--- config.mk ---
export PLATFORM = sky130hd
export DESIGN_NAME = sram_ctrl
export DESIGN_NICKNAME = d
export VERILOG_FILES = /design/src/rtl/sram_ctrl.sv
export SDC_FILE = /design/constraint.sdc
export NUM_CORES = 1
export LEC_CHECK = 0
export ABC_AREA = 1
export BUFFER_PORTS_ARGS = -buffer_cell sky130_fd_sc_hd__buf_4
export CAP_MARGIN = 20
export CELL_PAD_IN_SITES_DETAIL_PLACEMENT = 1
export CELL_PAD_IN_SITES_GLOBAL_PLACEMENT = 2
export CORE_UTILIZATION = 32
export DETAILED_ROUTE_END_ITERATION = 10
export PLACE_DENSITY = 0.91
export SETUP_SLACK_MARGIN = 0.15
export SLEW_MARGIN = 20
export SYNTH_ARGS = -nofsm -noshare
export SYNTH_HDL_FRONTEND = slang
export SYNTH_SLANG_ARGS = --single-unit
--- constraint.sdc ---
create_clock -name wb_clock_i -period 2.67 [get_ports wb_clock_i]
set_input_delay 0.267 -clock wb_clock_i [delete_from_list [all_inputs] [get_ports wb_clock_i]]
set_output_delay 0.267 -clock wb_clock_i [all_outputs]
set_load 0.1 [all_outputs]
--- src/rtl/sram_ctrl.sv ---
// Async SRAM controller behind a Wishbone B4 pipelined port; each strobe phase length is a parameter in clocks.
// Ack rises RD_CYCLES+RD_HOLD_CYCLES (read) or WR_SETUP+WR_PULSE+WR_HOLD (write) edges after accept, +TURN_CYCLES if queued behind a direction change; stall is low only in IDLE and on the last hold clock.
module sram_ctrl #(
    parameter int DATA_WIDTH      = 8,
    parameter int ADDR_WIDTH      = 17,
    parameter int RD_CYCLES       = 5,
    parameter int RD_HOLD_CYCLES  = 2,
    parameter int WR_SETUP_CYCLES = 2,
    parameter int WR_PULSE_CYCLES = 5,
    parameter int WR_HOLD_CYCLES  = 2,
    parameter int TURN_CYCLES     = 2
) (
    input  logic                  wb_clock_i,
    input  logic                  wb_reset_ni,
    input  logic [ADDR_WIDTH-1:0] wb_addr_i,
    input  logic [DATA_WIDTH-1:0] wb_data_i,
    output logic [DATA_WIDTH-1:0] wb_data_o,
    input  logic                  wb_we_i,
    input  logic                  wb_cycle_i,
    input  logic                  wb_strobe_i,
    output logic                  wb_stall_o,
    output logic                  wb_ack_o,
    output logic                  ram_oe_o,
    output logic                  ram_we_o,
    output logic [ADDR_WIDTH-1:0] ram_addr_o,
    input  logic [DATA_WIDTH-1:0] ram_data_i,
    output logic [DATA_WIDTH-1:0] ram_data_o,
    output logic                  ram_data_oe
);

    function automatic int max2(input int a, input int b);
        return (a > b) ? a : b;
    endfunction

    localparam int MAX_PHASE = max2(max2(max2(RD_CYCLES, RD_HOLD_CYCLES),
                                         max2(WR_SETUP_CYCLES, WR_PULSE_CYCLES)),
                                    max2(WR_HOLD_CYCLES, TURN_CYCLES));
    localparam int CW = $clog2(MAX_PHASE) + 1;

    typedef enum logic [2:0] {
        IDLE,
        RD_ACC,
        RD_HOLD,
        WR_SETUP,
        WR_PULSE,
        WR_HOLD,
        TURN
    } state_t;

    state_t                state;
    state_t                state_nxt;
    logic [CW-1:0]         cnt;
    logic                  last;
    logic                  hold_last;
    logic                  accept;
    logic                  load_bus;
    logic                  load_pend;
    logic                  store_pend;
    logic                  abort;
    logic                  pend_vld;
    logic                  pend_we;
    logic [ADDR_WIDTH-1:0] pend_addr;
    logic [DATA_WIDTH-1:0] pend_dat;

    // Counter holds clocks remaining in the current phase; zero marks its last clock.
    function automatic logic [CW-1:0] phase_len(input state_t s);
        case (s)
            RD_ACC:   return CW'(RD_CYCLES - 1);
            RD_HOLD:  return CW'(RD_HOLD_CYCLES - 1);
            WR_SETUP: return CW'(WR_SETUP_CYCLES - 1);
            WR_PULSE: return CW'(WR_PULSE_CYCLES - 1);
            WR_HOLD:  return CW'(WR_HOLD_CYCLES - 1);
            TURN:     return CW'(TURN_CYCLES - 1);
            default:  return '0;
        endcase
    endfunction

    assign last       = (cnt == '0);
    assign hold_last  = ((state == RD_HOLD) || (state == WR_HOLD)) && last;
    assign wb_stall_o = !((state == IDLE) || hold_last);
    assign accept     = wb_cycle_i && wb_strobe_i && !wb_stall_o;

    always_ff @(posedge wb_clock_i or negedge wb_reset_ni) begin
        if (!wb_reset_ni) begin
            state <= IDLE;
        end else begin
            state <= state_nxt;
        end
    end

    always_comb begin
        state_nxt  = state;
        load_bus   = 1'b0;
        load_pend  = 1'b0;
        store_pend = 1'b0;
        case (state)
            IDLE: begin
                if (accept) begin
                    state_nxt = wb_we_i ? WR_SETUP : RD_ACC;
                    load_bus  = 1'b1;
                end
            end
            RD_ACC:   if (last) state_nxt = RD_HOLD;
            WR_SETUP: if (last) state_nxt = WR_PULSE;
            WR_PULSE: if (last) state_nxt = WR_HOLD;
            RD_HOLD, WR_HOLD: begin
                if (last) begin
                    // Same direction chains straight on; anything else parks the bus in TURN.
                    if (accept && (wb_we_i == (state == WR_HOLD))) begin
                        state_nxt = wb_we_i ? WR_SETUP : RD_ACC;
                        load_bus  = 1'b1;
                    end else begin
                        state_nxt  = TURN;
                        store_pend = accept;
                    end
                end
            end
            TURN: begin
                if (last) begin
                    if (pend_vld && wb_cycle_i) begin
                        state_nxt = pend_we ? WR_SETUP : RD_ACC;
                        load_pend = 1'b1;
                    end else begin
                        state_nxt = IDLE;
                    end
                end
            end
            default: state_nxt = IDLE;
        endcase
    end

    always_ff @(posedge wb_clock_i or negedge wb_reset_ni) begin
        if (!wb_reset_ni) begin
            cnt         <= '0;
            wb_ack_o    <= 1'b0;
            wb_data_o   <= '0;
            ram_oe_o    <= 1'b0;
            ram_we_o    <= 1'b0;
            ram_data_oe <= 1'b0;
            ram_addr_o  <= '0;
            ram_data_o  <= '0;
            abort       <= 1'b0;
            pend_vld    <= 1'b0;
            pend_we     <= 1'b0;
            pend_addr   <= '0;
            pend_dat    <= '0;
        end else begin
            if (state_nxt != state) begin
                cnt <= phase_len(state_nxt);
            end else if (cnt != '0) begin
                cnt <= cnt - CW'(1);
            end

            wb_ack_o <= hold_last && !abort && wb_cycle_i;

            if ((state == RD_ACC) && last) begin
                wb_data_o <= ram_data_i;
            end

            if (load_bus) begin
                ram_addr_o <= wb_addr_i;
                if (wb_we_i) ram_data_o <= wb_data_i;
            end else if (load_pend) begin
                ram_addr_o <= pend_addr;
                if (pend_we) ram_data_o <= pend_dat;
            end

            if (store_pend) begin
                pend_vld  <= 1'b1;
                pend_we   <= wb_we_i;
                pend_addr <= wb_addr_i;
                pend_dat  <= wb_data_i;
            end else if ((state == TURN) && (last || !wb_cycle_i)) begin
                pend_vld <= 1'b0;
            end

            // A dropped cycle only silences the ack; the SRAM phases still run to completion.
            if (accept) begin
                abort <= 1'b0;
            end else if ((state != IDLE) && !wb_cycle_i) begin
                abort <= 1'b1;
            end

            ram_oe_o    <= (state_nxt == RD_ACC) || (state_nxt == RD_HOLD);
            ram_we_o    <= (state_nxt == WR_PULSE);
            ram_data_oe <= (state_nxt == WR_SETUP) || (state_nxt == WR_PULSE) ||
                           (state_nxt == WR_HOLD);
        end
    end

endmodule

; Word level (Yosys, flattened, before mapping)
; Cells that the tools add are included.
[word_totals]
regBits = 72
latch_bits = 0
ramBits = 0
mem_bits_ro = 0
in_bits = 38
output_inout_bits = 38
n_memories = 0
[op_classes]
add_sub_neg = 1
multipliers = 0
div_mod_pow = 0
magnitude_cmp = 0
eq_ne = 15
n_shift = 0
muxes = 34
bitwise = 0
reduce_logical = 32
[op_table]
columns = operator, count
row1 = $mux W17, 2
row2 = $mux W8, 4
row3 = $mux W3, 7
row4 = $eq A3 B3 Y1 const B, 6
row5 = $pmux W3 S6, 1
row6 = $mux W1, 13
row7 = $eq A3 B2 Y1 const B, 4
row8 = $logic_and A1 B1 Y1, 10
row9 = $reduce_bool A2 Y1, 5
row10 = $mux W4, 2
row11 = $eq A3 B1 Y1 const B, 2
row12 = $logic_or A1 B1 Y1, 6
row13 = $mux W2, 3
row14 = $pmux W3 S2, 1
row15 = $logic_not A4 Y1, 1
row16 = $reduce_bool A4 Y1, 1
row17 = $reduce_or A2 Y1, 2
row18 = $reduce_or A4 Y1, 1
row19 = $sub A4 B1 Y4 const B, 1
row20 = $logic_not A1 Y1, 3
row21 = $logic_not A3 Y1, 1
row22 = $ne A3 B3 Y1, 1
row23 = $reduce_and A3 Y1, 1
row24 = $reduce_bool A3 Y1, 1
row25 = 3 further kinds, 3

; Depth between registers and ports, before layout
[logic_depth]
ltp_word = 13
mapped_depth = 17
ltp_nobuf = 17

; Worst setup path before layout
; OpenSTA, ideal clock, no wires.
[synth_timing]
path_kind = reg-to-reg
from = register cnt[0]
to = register cnt[0]
setup_ps = 116
arrival_ps = 1855
t_required_ps = 2554
path_slack_ps = 699
stages_incl_launch_ff = 18
period_less_slack_ps = 1971
cell_sequence = dfrtp_1 inv_1 ha_1 nand2_2 nor2_8 inv_4 nand2_1 inv_2 nor2_1 nand2_1 nor3_2 nand2_2 nand2_1 nand2_1 nor2_4 nand2_2 nand2_1 nand2_1
[synth_via]
elab_chain_len = 12
[synth_rtl]
columns = element, line
row1 = "start, declared", 52  ; logic [CW-1:0] cnt;
row2 = "start signal, assigned", 149  ; cnt <= phase_len(state_nxt);
row3 = "start signal, assigned", 151  ; cnt <= cnt - CW'(1);
row4 = $logic_not A4 Y1 *, 78  ; assign last = (cnt == '0);
row5 = $logic_and A1 B1 Y1, 79  ; assign hold_last = ((state == RD_HOLD) || (state == WR_HOLD)) && last;
row6 = $logic_or A1 B1 Y1, 80  ; assign wb_stall_o = !((state == IDLE) || hold_last);
row7 = $logic_and A1 B1 Y1, 81  ; assign accept = wb_cycle_i && wb_strobe_i && !wb_stall_o;
row8 = $logic_and A1 B1 Y1, 109  ; if (accept && (wb_we_i == (state == WR_HOLD))) begin
row9 = $mux W3, 109
row10 = $mux W3, 107  ; if (last) begin
row11 = $pmux W3 S6 *, 96  ; case (state)
row12 = via state_nxt[1], 51  ; state_t state_nxt;
row13 = "$eq A3 B2 Y1, or another cell as far along", 67  ; case (s)
row14 = $reduce_or A4 Y1 (no source line) or $reduce_or A2 Y1 (tied branches), n/a
row15 = $pmux W3 S2, 67
row16 = $mux W4, 148  ; if (state_nxt != state) begin
; The timed path passes the listed nets; every way through them passes the cells marked *. The select of a mux whose other input is x is not followed.
; A chain may end at the register's enable or synchronous reset.

; Worst setup path in the final report
[layout_timing]
from = register cnt[0]
to = register ram_data_o[1]
[layout_via]
elab_chain_len = 10
[layout_rtl]
columns = element, line
row1 = $logic_not A4 Y1 *, 78
row2 = $logic_and A1 B1 Y1, 79
row3 = $logic_or A1 B1 Y1, 80
row4 = $logic_and A1 B1 Y1, 81
row5 = $logic_and A1 B1 Y1, 109
row6 = $mux W1, 109
row7 = $mux W1, 107
row8 = $pmux W1 S2, 96
row9 = $ne A2 B2 Y1 (no source line) or $reduce_bool A2 Y1 (tied branches), n/a
row10 = $reduce_and A3 Y1 (no source line), n/a
row11 = "end signal, assigned", 162  ; if (wb_we_i) ram_data_o <= wb_data_i;
row12 = "end signal, assigned", 165  ; if (pend_we) ram_data_o <= pend_dat;
row13 = "end, declared", 27  ; output logic [DATA_WIDTH-1:0] ram_data_o,
; Every way passes the cells marked *; elsewhere a longest branch is shown, timed or not.

==> flow_summary.yaml <==
outcome:
  status: "complete, no violations"
cts:
  root_buffer: "clkbuf_8"
  hold_buffers: 0
  htree_num_levels: 3
  path_clk_slew_ns: 0.08
  worstSkewPairLatency_ns: 0.35
  cts_made_buffers: 9
  clock-sinks: 72
  cts_tree: "yes"
  clk_path_buf_depth: 2
layout:
  instances_no_fill: 596
  layout-area-overhead-vs-synth_pct: 29.6
  n_fill_cell: 1185
  finalNetCount: 497
  drive_gt1_frac: 0.313
  antenna_cells: 0
setup_path:
  cpMostUsedCell: "nand2_2"
  cp-end-kind: "flop"
  cpPeakStageDelay_ns: 0.36
  cp.arrival_ns: 2.47
  crit_family: "simple AND/OR/NAND/NOR gates"
  cp_num_buf_inv: 2
  critPathKind: "flop to flop"
  cp_cell_sequence: "inv_1 -> ha_1 -> nand2_2 -> nor2_8 -> nand2_2 -> nand2_2 -> nand4_2 -> o21ai_4 -> buf_4 -> nand2_1 -> o21ai_1 -> o21ai_1"
  crit_fanout: 16
  cp-start-kind: "flop"
  crit_required_ns: 2.87
  crit_slowest_cell: "dfrtp_1"
timing:
  setup_viol: 0
  min_period_ns: 2.26
  relSlewSlack: 0.402
  period_share: 0.847
  fin_setup_tns_ns: 0
  worst_slew_pin_slew_ns: 0.897
  slew_viol_final: 0
  clock_skew_ns: 0.0108
  rsz0062_at_grt: "false"
  max_freq_mhz: 442
  hold_viol: 0
  final.setup.worst_slack_ns: 0.408
global_routing:
  use_met2: 0.260
  antenna_found_initial: 0
  grt_usage: 0.161
  grt_util_met3: 0.0296
  grt.busiest_layer: "met2"
  grt_overflow: 0
  grt_pass1_wl_um: 13900
  use_met1: 0.213
  grt_max_degree: 73
  grt_pass1_vias: 2831
logic_synthesis:
  yosys.area.top_type: "dfrtp_1"
  syn_area_per_cell_um2: 8.87
  synthCells: 373
  async_reset_ff_frac: 1.00
  synth-seq-cells: 72
  synth_area_um2: 3310
  synthTopCellsByCount: "nand2_1, dfrtp_1, nand3_1"
  ys.flop_type: "dfrtp_1"
  synth_seq_area_share: 0.545
  synth_enable_flop_cells: 0
  yosysMostFrequentCell: "nand2_1"
  yosysUniqueCellTypes: 32
  synth.net_count: 412
  synthTopCellsByArea: "dfrtp_1, nand2_1, mux2_2"
  synth_warnings: 0
  synth_top_area_frac: 0.545
routing:
  wl_um: 7980
  ant_nets: 0
  viasPerCell: 4.61
  dr.pass1.iters: 4
  drc: 0
  drtIter0Drc: 82
  routedWlPerCell_um: 13.4
  vias: 2747
place:
  place_congestion: 0.756
  hpwlAfterDp_um: 5820
  post-place-ws_ns: 0.390
  place_inst: 577
  port_buffers: 75
die:
  die_height_um: 104
  fp.dieW_um: 104
  die-area_um2: 10700
  pin_count: 76
  start_util: 0.334
  core_area_um2: 9910
  rows: 36
worst_hold_path:
  hp-class: "primary input to asynchronous set/reset pin"
run:
  maxCapViolations: 0
area by class of cell:
class | instances | area (um^2) | area share
multi-input cells | 256 | 1330 | 0.310
clock inverters | 5 | 63.8 | 0.0149
flip-flops and latches | 72 | 1800 | 0.420
clock buffers | 11 | 151 | 0.0353
repair buffers | 83 | 636 | 0.148
inverters | 36 | 138 | 0.0321
well taps | 133 | 166 | 0.0388
state kept, by name (all words and copies together), names as in the netlist, 3 cells and up:
register    cells
ram_addr_o     17
pend_addr      17
cnt             4
ram_data_o      8
wb_data_o       8
pend_dat        8
state           3
path summary, 6_finish.rpt:
kind	startpoint	endpoint	slack, ns	cells after the start
min in group wb_clock_i	ram_data_i[7]	wb_data_o[7]	0.12	3
worst max-delay path	cnt[0]	ram_data_o[1]	0.41	12
worst max register to register	cnt[0]	ram_data_o[1]	0.41	12
worst min-delay path	wb_reset_ni	pend_addr[5]	0.04	1
max in group asynchronous	wb_reset_ni	ram_data_o[0]	2.04	1
worst min register to register	abort	wb_ack_o	0.45	1
cell usage in the layout, fill, tap and decap left out, types with 2 or more instances in the layout:
cell / synthesis / final
a21oi_1: 5 / 5
mux2_2: 17 / 17
nand4_2: 3 / 3
nand2_1: 137 / 137
nor2_2: 2 / 2
buf_4: 1 / 82
o21ai_1: 14 / 14
nor3_1: 5 / 5
inv_1: 27 / 27
o21ai_0: 14 / 14
nor2_1: 10 / 10
nand3_1: 29 / 29
clkinv_4: 0 / 2
dfrtp_1: 72 / 72
clkbuf_8: 0 / 11
inv_2: 8 / 8
nand2_2: 6 / 6
repair_timing:
action | in CTS | in global routing
endpoints found under the setup margin | 0 | 2
resized for setup | 0 | 1
setup buffers | 0 | 3
logic make-up (layout without fill, tap and decap cells):
| family | Yosys count | in the layout | share of synthesized area |
|---|---|---|---|
| AO/OA/AOI/OAI | 37 | 37 | 0.0632 |
| buffers and inverters | 45 | 135 | 0.0548 |
| flip-flops | 72 | 72 | 0.545 |
| AND/OR/NAND/NOR | 200 | 200 | 0.273 |
| adder cells (fa/ha/maj) | 1 | 1 | 0.00378 |
| XOR/XNOR | 1 | 1 | 0.00265 |
| multiplexers | 17 | 17 | 0.0579 |
routing by layer:
layer,wire (um),vias up
met3,241,11
met2,3850,40
li1,-,1366
met5,0,-
met4,122,0
met1,3770,1330
through the flow:
stage / area, um^2 / hold slack [ns] / utilization
final: 4290 / 0.0387 / 0.433
after global routing: 4290 / 0.119 / 0.433
after CTS: 4260 / 0.0804 / 0.430
after detailed placement: 4040 / 0.427 / 0.408
after global placement: 4040 / 0.431 / 0.408
after floorplan: 3310 / -0.0286 / -
Power is left out: the tool's default activity adds up to more than one toggle a clock period on the data nets, which glitch-free logic cannot reach.
